===== src/rtl/flash_prog_seq.sv =====
// Flash program/erase command sequencer: issues the JEDEC unlock write
// sequence, then polls DQ6 toggle status until it settles or times out.
module flash_prog_seq #(
    parameter logic [15:0] POLL_LIMIT = 16'hFFFF
) (
    input  logic        m2,
    input  logic        reset_pin,
    input  logic        req,
    input  logic [1:0]  cmd,
    input  logic [19:0] addr,
    input  logic [7:0]  wdata,
    output logic        busy,
    output logic        done,
    output logic        err,
    output logic [7:0]  flash_bs,
    output logic [11:0] flash_addr,
    output logic [7:0]  flash_dout,
    input  logic [7:0]  flash_din,
    output logic        flash_ce,
    output logic        flash_oe_n,
    output logic        flash_we_n
);

    typedef enum logic [2:0] {
        IDLE, W_SETUP, W_PULSE, W_HOLD, P_OE, P_SAMPLE, DONE
    } state_t;

    state_t      r_state, w_next;
    logic [1:0]  r_cmd;
    logic [19:0] r_addr;
    logic [7:0]  r_wdata;
    logic [2:0]  r_step;
    logic [15:0] r_poll;
    logic        r_prev6, r_have, r_rst_wr, r_err;

    logic        w_illegal, w_accept, w_last, w_complete, w_poll_max;
    logic [7:0]  w_wbs, w_wdat;
    logic [11:0] w_wadr;
    logic        w_unused_din;

    assign w_unused_din = ^{flash_din[7], flash_din[5:0]};
    assign w_illegal    = (cmd == 2'b11);
    // DONE also accepts so that a held req runs back-to-back with one DONE cycle
    assign w_accept     = req && !w_illegal && (r_state == IDLE || r_state == DONE);
    assign w_last       = (r_step == ((r_cmd == 2'b00) ? 3'd3 : 3'd5));
    assign w_complete   = r_have && (flash_din[6] == r_prev6);
    assign w_poll_max   = ({1'b0, r_poll} + 17'd1) >= {1'b0, POLL_LIMIT};

    always_comb begin
        w_next = r_state;
        case (r_state)
            IDLE:     if (w_accept) w_next = W_SETUP;
                      else if (req) w_next = DONE;
            W_SETUP:  w_next = W_PULSE;
            W_PULSE:  w_next = W_HOLD;
            W_HOLD:   if (r_rst_wr) w_next = DONE;
                      else if (w_last) w_next = P_OE;
                      else w_next = W_SETUP;
            P_OE:     w_next = P_SAMPLE;
            P_SAMPLE: if (w_complete) w_next = DONE;
                      else if (w_poll_max) w_next = W_SETUP;
                      else w_next = P_OE;
            DONE:     w_next = w_accept ? W_SETUP : IDLE;
            default:  w_next = IDLE;
        endcase
    end

    always_ff @(negedge m2 or negedge reset_pin) begin
        if (!reset_pin) begin
            r_state  <= IDLE;
            r_cmd    <= 2'b00;
            r_addr   <= 20'h0;
            r_wdata  <= 8'h00;
            r_step   <= 3'd0;
            r_poll   <= 16'h0;
            r_prev6  <= 1'b0;
            r_have   <= 1'b0;
            r_rst_wr <= 1'b0;
            r_err    <= 1'b0;
        end else begin
            r_state <= w_next;
            if (w_accept) begin
                r_cmd    <= cmd;
                r_addr   <= addr;
                r_wdata  <= wdata;
                r_err    <= 1'b0;
                r_step   <= 3'd0;
                r_poll   <= 16'h0;
                r_have   <= 1'b0;
                r_rst_wr <= 1'b0;
            end else if (r_state == IDLE && req) begin
                r_err <= 1'b1;
            end
            case (r_state)
                W_HOLD: begin
                    if (r_rst_wr) r_err <= 1'b1;
                    else if (!w_last) r_step <= r_step + 3'd1;
                end
                P_SAMPLE: begin
                    r_prev6 <= flash_din[6];
                    r_have  <= 1'b1;
                    r_poll  <= r_poll + 16'd1;
                    if (!w_complete && w_poll_max) r_rst_wr <= 1'b1;
                end
                default: ;
            endcase
        end
    end

    // Bus write table indexed by step; the timeout reset write overrides it
    always_comb begin
        w_wbs  = 8'h05;
        w_wadr = 12'h555;
        w_wdat = 8'h00;
        if (r_rst_wr) begin
            w_wdat = 8'hF0;
        end else begin
            case (r_step)
                3'd0: w_wdat = 8'hAA;
                3'd1: begin w_wbs = 8'h02; w_wadr = 12'hAAA; w_wdat = 8'h55; end
                3'd2: w_wdat = (r_cmd == 2'b00) ? 8'hA0 : 8'h80;
                3'd3: if (r_cmd == 2'b00) begin
                          w_wbs = r_addr[19:12]; w_wadr = r_addr[11:0]; w_wdat = r_wdata;
                      end else begin
                          w_wdat = 8'hAA;
                      end
                3'd4: begin w_wbs = 8'h02; w_wadr = 12'hAAA; w_wdat = 8'h55; end
                3'd5: if (r_cmd == 2'b01) begin
                          w_wbs = r_addr[19:12]; w_wadr = 12'h000; w_wdat = 8'h30;
                      end else begin
                          w_wdat = 8'h10;
                      end
                default: ;
            endcase
        end
    end

    always_comb begin
        busy       = (r_state != IDLE);
        done       = (r_state == DONE);
        err        = r_err;
        flash_ce   = 1'b0;
        flash_oe_n = 1'b1;
        flash_we_n = 1'b1;
        flash_bs   = 8'h00;
        flash_addr = 12'h000;
        flash_dout = 8'h00;
        case (r_state)
            W_SETUP, W_PULSE, W_HOLD: begin
                flash_ce   = 1'b1;
                flash_we_n = (r_state != W_PULSE);
                flash_bs   = w_wbs;
                flash_addr = w_wadr;
                flash_dout = w_wdat;
            end
            P_OE, P_SAMPLE: begin
                flash_ce   = 1'b1;
                flash_oe_n = 1'b0;
                flash_bs   = r_addr[19:12];
                flash_addr = r_addr[11:0];
            end
            default: ;
        endcase
    end

endmodule


===== config.mk =====
export PLATFORM = sky130hd
export DESIGN_NAME = flash_prog_seq
export DESIGN_NICKNAME = d
export VERILOG_FILES = /design/src/rtl/flash_prog_seq.sv
export SDC_FILE = /design/constraint.sdc
export NUM_CORES = 1
export LEC_CHECK = 0
export ABC_AREA = 1
export BUFFER_PORTS_ARGS = -buffer_cell sky130_fd_sc_hd__buf_2
export CORE_MARGIN = 8
export CORE_UTILIZATION = 25
export CTS_BUF_LIST = sky130_fd_sc_hd__clkbuf_4 sky130_fd_sc_hd__clkbuf_8
export CTS_CLUSTER_SIZE = 40
export DETAILED_ROUTE_END_ITERATION = 6
export PLACE_DENSITY_LB_ADDON = 0.05
export SLEW_MARGIN = 20
export SYNTH_ARGS = -nofsm -noshare
export SYNTH_HDL_FRONTEND = slang
export SYNTH_SLANG_ARGS = --single-unit

===== constraint.sdc =====
create_clock -name m2 -period 1.85 [get_ports m2]
set_input_delay 0.0925 -clock m2 [delete_from_list [all_inputs] [get_ports m2]]
set_output_delay 0.0925 -clock m2 [all_outputs]
set_load 0.01 [all_outputs]

======== Word-level counts from Yosys, hierarchy flattened ========
Cells that the tools add are included.
Widths: inputs -> output; s select.
word-level totals
  register bits after elaboration ......... 56
  bits of input ports ..................... 41
  output and inout bits ................... 34
  logic and storage cells ................. 91
operators by class
  add/sub/neg operators ................... 3
  magnitude comparators ................... 1
  equality and inequality tests ........... 17
  muxes and demuxes ....................... 43
  reductions and logical operators ........ 17
operators with widths
  kind                   count
  $mux 8                 6
  $pmux 8 s5             1
  $pmux 12 s3            1
  $mux 3                 11
  $mux 16                2
  $mux 12                2
  $pmux 12 s2            1
  $pmux 8 s3             1
  $pmux 3 s7             1
  $add 16x1->17 const B  1
  $ge 17x16->1 const B   1
  $add 16x1->16 const B  1
  $pmux 8 s2             1
  $eq 3x3->1 const B     5
  $mux 1                 13
  $eq 3x2->1 const B     4
  $mux 6                 2
  $mux 11                1
  $eq 3x1->1 const B     2
  $logic_not 3->1        2
  $logic_and 1x1->1      5
  $reduce_or 5->1        1
  $reduce_or 2->1        2
  $add 3x1->3 const B    1
  12 further kinds       13

======== Logic depth before layout (Yosys ltp) ========
  word-level depth ........................ 8
  mapped depth ............................ 15
  depth with buffers taken out ............ 15

==> run metrics <==
nets@finish 666; P_sw 3530 µW; clock root buffer clkbuf_8; CP max-delay cell dfrtn_1; yosys warns 0; worst-margin pin slew 0.449 ns; Chip Height 130 µm; num ports 75; row count 41; area grow syn2layout 60.7%; Final ANT Viol Nets 0; Reg2Reg Capture Point r_state[2]; Cells after Synth 463; placed instance area 4410 µm²; final instance area 5190 µm²; Leakage 0.00255 µW; Hold Path Depth 2; Worst EP required 1.76 ns; sequential share of the synthesized area 43.4%; H-Tree Depth 2; top cells by area, synth dfrtn_1 43%, nand2_1 20%, inv_1 6.2%, nor2_1 4.8%, nand3_1 4.5%; hold crit path type flop to flop; Clock Skew 0.00433 ns; largest net degree at the start of global routing 57; Pint 4480 µW; max-cap violations 0; layout cells sized above 1 44.6%; Syn Nets 511; Post-Synth XOR/XNOR Area 0%; mux cell area share after synthesis 0%; total congestion overflow 0; CP Buf/Inv Count 4; Inst Count DP 767; failing checks negative setup slack; vias per cell 4.40; CTS tree yes; pins over their slew limit 0; die area 16800 µm²; Comb power frac 64.6%; WP data arrival 2.86 ns; average size of a mapped cell 6.98 µm²; core footprint 12600 µm²; Hold Path End r_addr[7]; crit path cell chain ha_2 -> ha_4 -> inv_4 -> nor2_4 -> inv_2 -> a31oi_4 -> inv_4 -> o211ai_1 -> buf_2; maximum clock insertion buffer count 2; number of distinct library cells after synthesis 30; Final WS setup -1.10 ns; clock share of power 10.1%; Crit Path Class flop to output pin; hold_buf cts 0; first-pass GRT wire length 17900 µm; Final Hold Vio Count 0; die width 130 µm; cts bufs inserted 5; status complete, but fails checks; initial antenna violation count 0; crit path max fanout 7; antenna diode count 0; Crit. End Element output pin; Post-Synth Simple-Gate Area 34.3%; Synth Area in Compound Gates 11.2%; post-synthesis cell area 3230 µm²; Synth area leader dfrtn_1; Finished Core Util 41.2%; Final Wtd Congestion 0.802; Initial DRC Count 184; fill count 1337; Hold Crit Start r_addr[7]; number of global-route vias before repair 3575; Worst Setup Start Kind flop; CP top delay family flip-flops; synthesized flop and latch total 56; Post-Synth Adder-Cell Area 2.71%; R2R setup slack -0.13 ns; stages on the worst setup path 9; Non-Filler Instances 791; Sink Count 56; sw frac 44.1%; Setup Viol. Count Final 76; Max-slew headroom 70.0%; later-pin clock latency in the skew report 0.34 ns; hpwl dp 7920 µm; GRT Overall Usage 13.7%; R2R Path Start r_poll[0]; Yosys top cell area share 43.4%; Port Buffers 67; drt first pass iters 4; Flop pwr share 25.3%; Initial Utilization 25.6%; WL final 11100 µm; CP peak stage delay 0.50 ns; RSZ-0062 raised after global routing true; drt drc 0; per-cell routed wire length 14.1 µm; Top cell by count, worst path inv_4; pwr dens 1540 nW/µm²; largest family of logic cells by synthesized area simple AND/OR/NAND/NOR gates; CTS clk-pin slew, worst paths 0.08 ns; Vias 3478; maximum VDD drop 0.482 mV; R2R depth 14
[timing repair]
item | in CTS | in global routing
endpoints found under the setup margin | 69 | 89
pin swaps | 20 | 21
buffers inserted | 7 | 8
gates resized for setup | 73 | 68
gates cloned | 1 | 3
[cell usage in the layout (no fill, tap or decap), types with 2 or more instances in the layout]
master     netlist  routed
o21ai_1         14      17
nand3_4          0       2
buf_12           0       5
inv_2            7       9
buf_4            0      67
inv_6            0       2
nand3_2          2       6
clkbuf_16        0       3
nor2_4           2       9
nand2_4          0       4
a21oi_2          1       7
nor2_1          41      32
nor3_1           5       3
clkbuf_8         0       5
o22ai_1         10       7
nor3_2           1       2
dfrtn_1         56      56
a21oi_4          0       2
o22ai_2          0       3
ha_4             0       3
a21oi_1         13       5
buf_2            7      62
o21ai_4          0       2
nand4_1          6       6
ha_2             0       3
nand2_1        172     140
inv_1           53      44
inv_4            0       6
nor2_2           4       6
nand2_2          2      29
o21ai_0         18       5
o21ai_2          2      10
nand3_1         29      23
buf_6            0      20
[power groups by stage]
stage	combinational, µW	clock, µW	sequential (µW)
after global placement	4020	0	1990
after CTS	4680	859	2010
after global routing	5710	890	2080
after detailed placement	4020	0	2000
final	5170	809	2030
after floorplan	2060	0	1970
[tightest hold or removal path, stage by stage, from the launching register on]
cell,delay (ns)
dfrtn_1,0.42
nand2_1,0.05
nand2_1,0.06
[worst max-delay path by stage]
stage / startpoint / end / slack [ns]
after floorplan: r_step[0] / flash_bs[3] / -0.55
after global placement: r_step[1] / flash_bs[0] / -0.77
after detailed placement: r_step[1] / flash_bs[1] / -0.81
after CTS: r_step[0] / flash_bs[0] / -1.09
after global routing: r_step[1] / flash_bs[0] / -1.20
final: r_step[1] / flash_bs[0] / -1.10
[logic make-up (layout without fill, tap and decap cells)]
kind of cell               after synthesis  after routing
and+or+nand+nor                        266            266
buffers and inverters                   70            226
adders and majority gates                7              7
AOI/OAI and AO/OA                       64             64
DFF                                     56             56
[state kept, by name, indices dropped and copies added, names as in the netlist]
| register | flops |
|---|---|
| r_step | 3 |
| r_prev6 | 1 |
| r_cmd | 2 |
| r_wdata | 8 |
| r_poll | 16 |
| r_have | 1 |
| r_state | 3 |
| r_rst_wr | 1 |
| r_addr | 20 |
| err | 1 |
[metal layers]
layer | up-vias | routed length (µm) | GRT usage, %
met5 | - | 0 | 0
met4 | 0 | 233 | 5.74
met3 | 14 | 335 | 2.45
met2 | 59 | 5080 | 21.4
met1 | 1617 | 5480 | 18.2
li1 | 1788 | - | -
[cell usage after synthesis]
| cell type | n |
|---|---|
| a211oi_1 | 1 |
| a21oi_1 | 13 |
| a21oi_2 | 1 |
| a31oi_1 | 1 |
| and3_1 | 1 |
| buf_2 | 7 |
| clkbuf_1 | 3 |
| dfrtn_1 | 56 |
| ha_1 | 7 |
| inv_1 | 53 |
| inv_2 | 7 |
| nand2_1 | 172 |
| nand2_2 | 2 |
| nand3_1 | 29 |
| nand3_2 | 2 |
| nand4_1 | 6 |
| nor2_1 | 41 |
| nor2_2 | 4 |
| nor2_4 | 2 |
| nor3_1 | 5 |
| nor3_2 | 1 |
| o2111ai_1 | 1 |
| o211ai_1 | 1 |
| o21ai_0 | 18 |
| o21ai_1 | 14 |
| o21ai_2 | 2 |
| o221ai_1 | 1 |
| o22ai_1 | 10 |
| o41ai_1 | 1 |
| or3_1 | 1 |
[layout make-up]
| cell class | instances | area [µm²] | share of cell area, % |
|---|---|---|---|
| well taps | 172 | 215 | 4.14 |
| clock buffers | 5 | 68.8 | 1.32 |
| repair buffers | 158 | 1240 | 23.9 |
| flip-flops and latches | 56 | 1400 | 27.0 |
| inverters | 60 | 245 | 4.72 |
| multi-input cells | 337 | 1990 | 38.4 |
| clock inverters | 3 | 28.8 | 0.554 |
[stage by stage]
stage               hold slack, ns  total power, µW  worst slack (ns)  setup TNS [ns]
floorplan                    0.410             4020            -0.555          -13.90
global placement             0.423             6010            -0.765          -31.24
detailed placement           0.427             6020            -0.807          -32.21
CTS                          0.431             7540             -1.09          -32.40
global route                 0.455             8680             -1.20          -42.92
finish                       0.430             8000             -1.10          -33.67
Note: power is estimated with default switching activity, not from simulation.
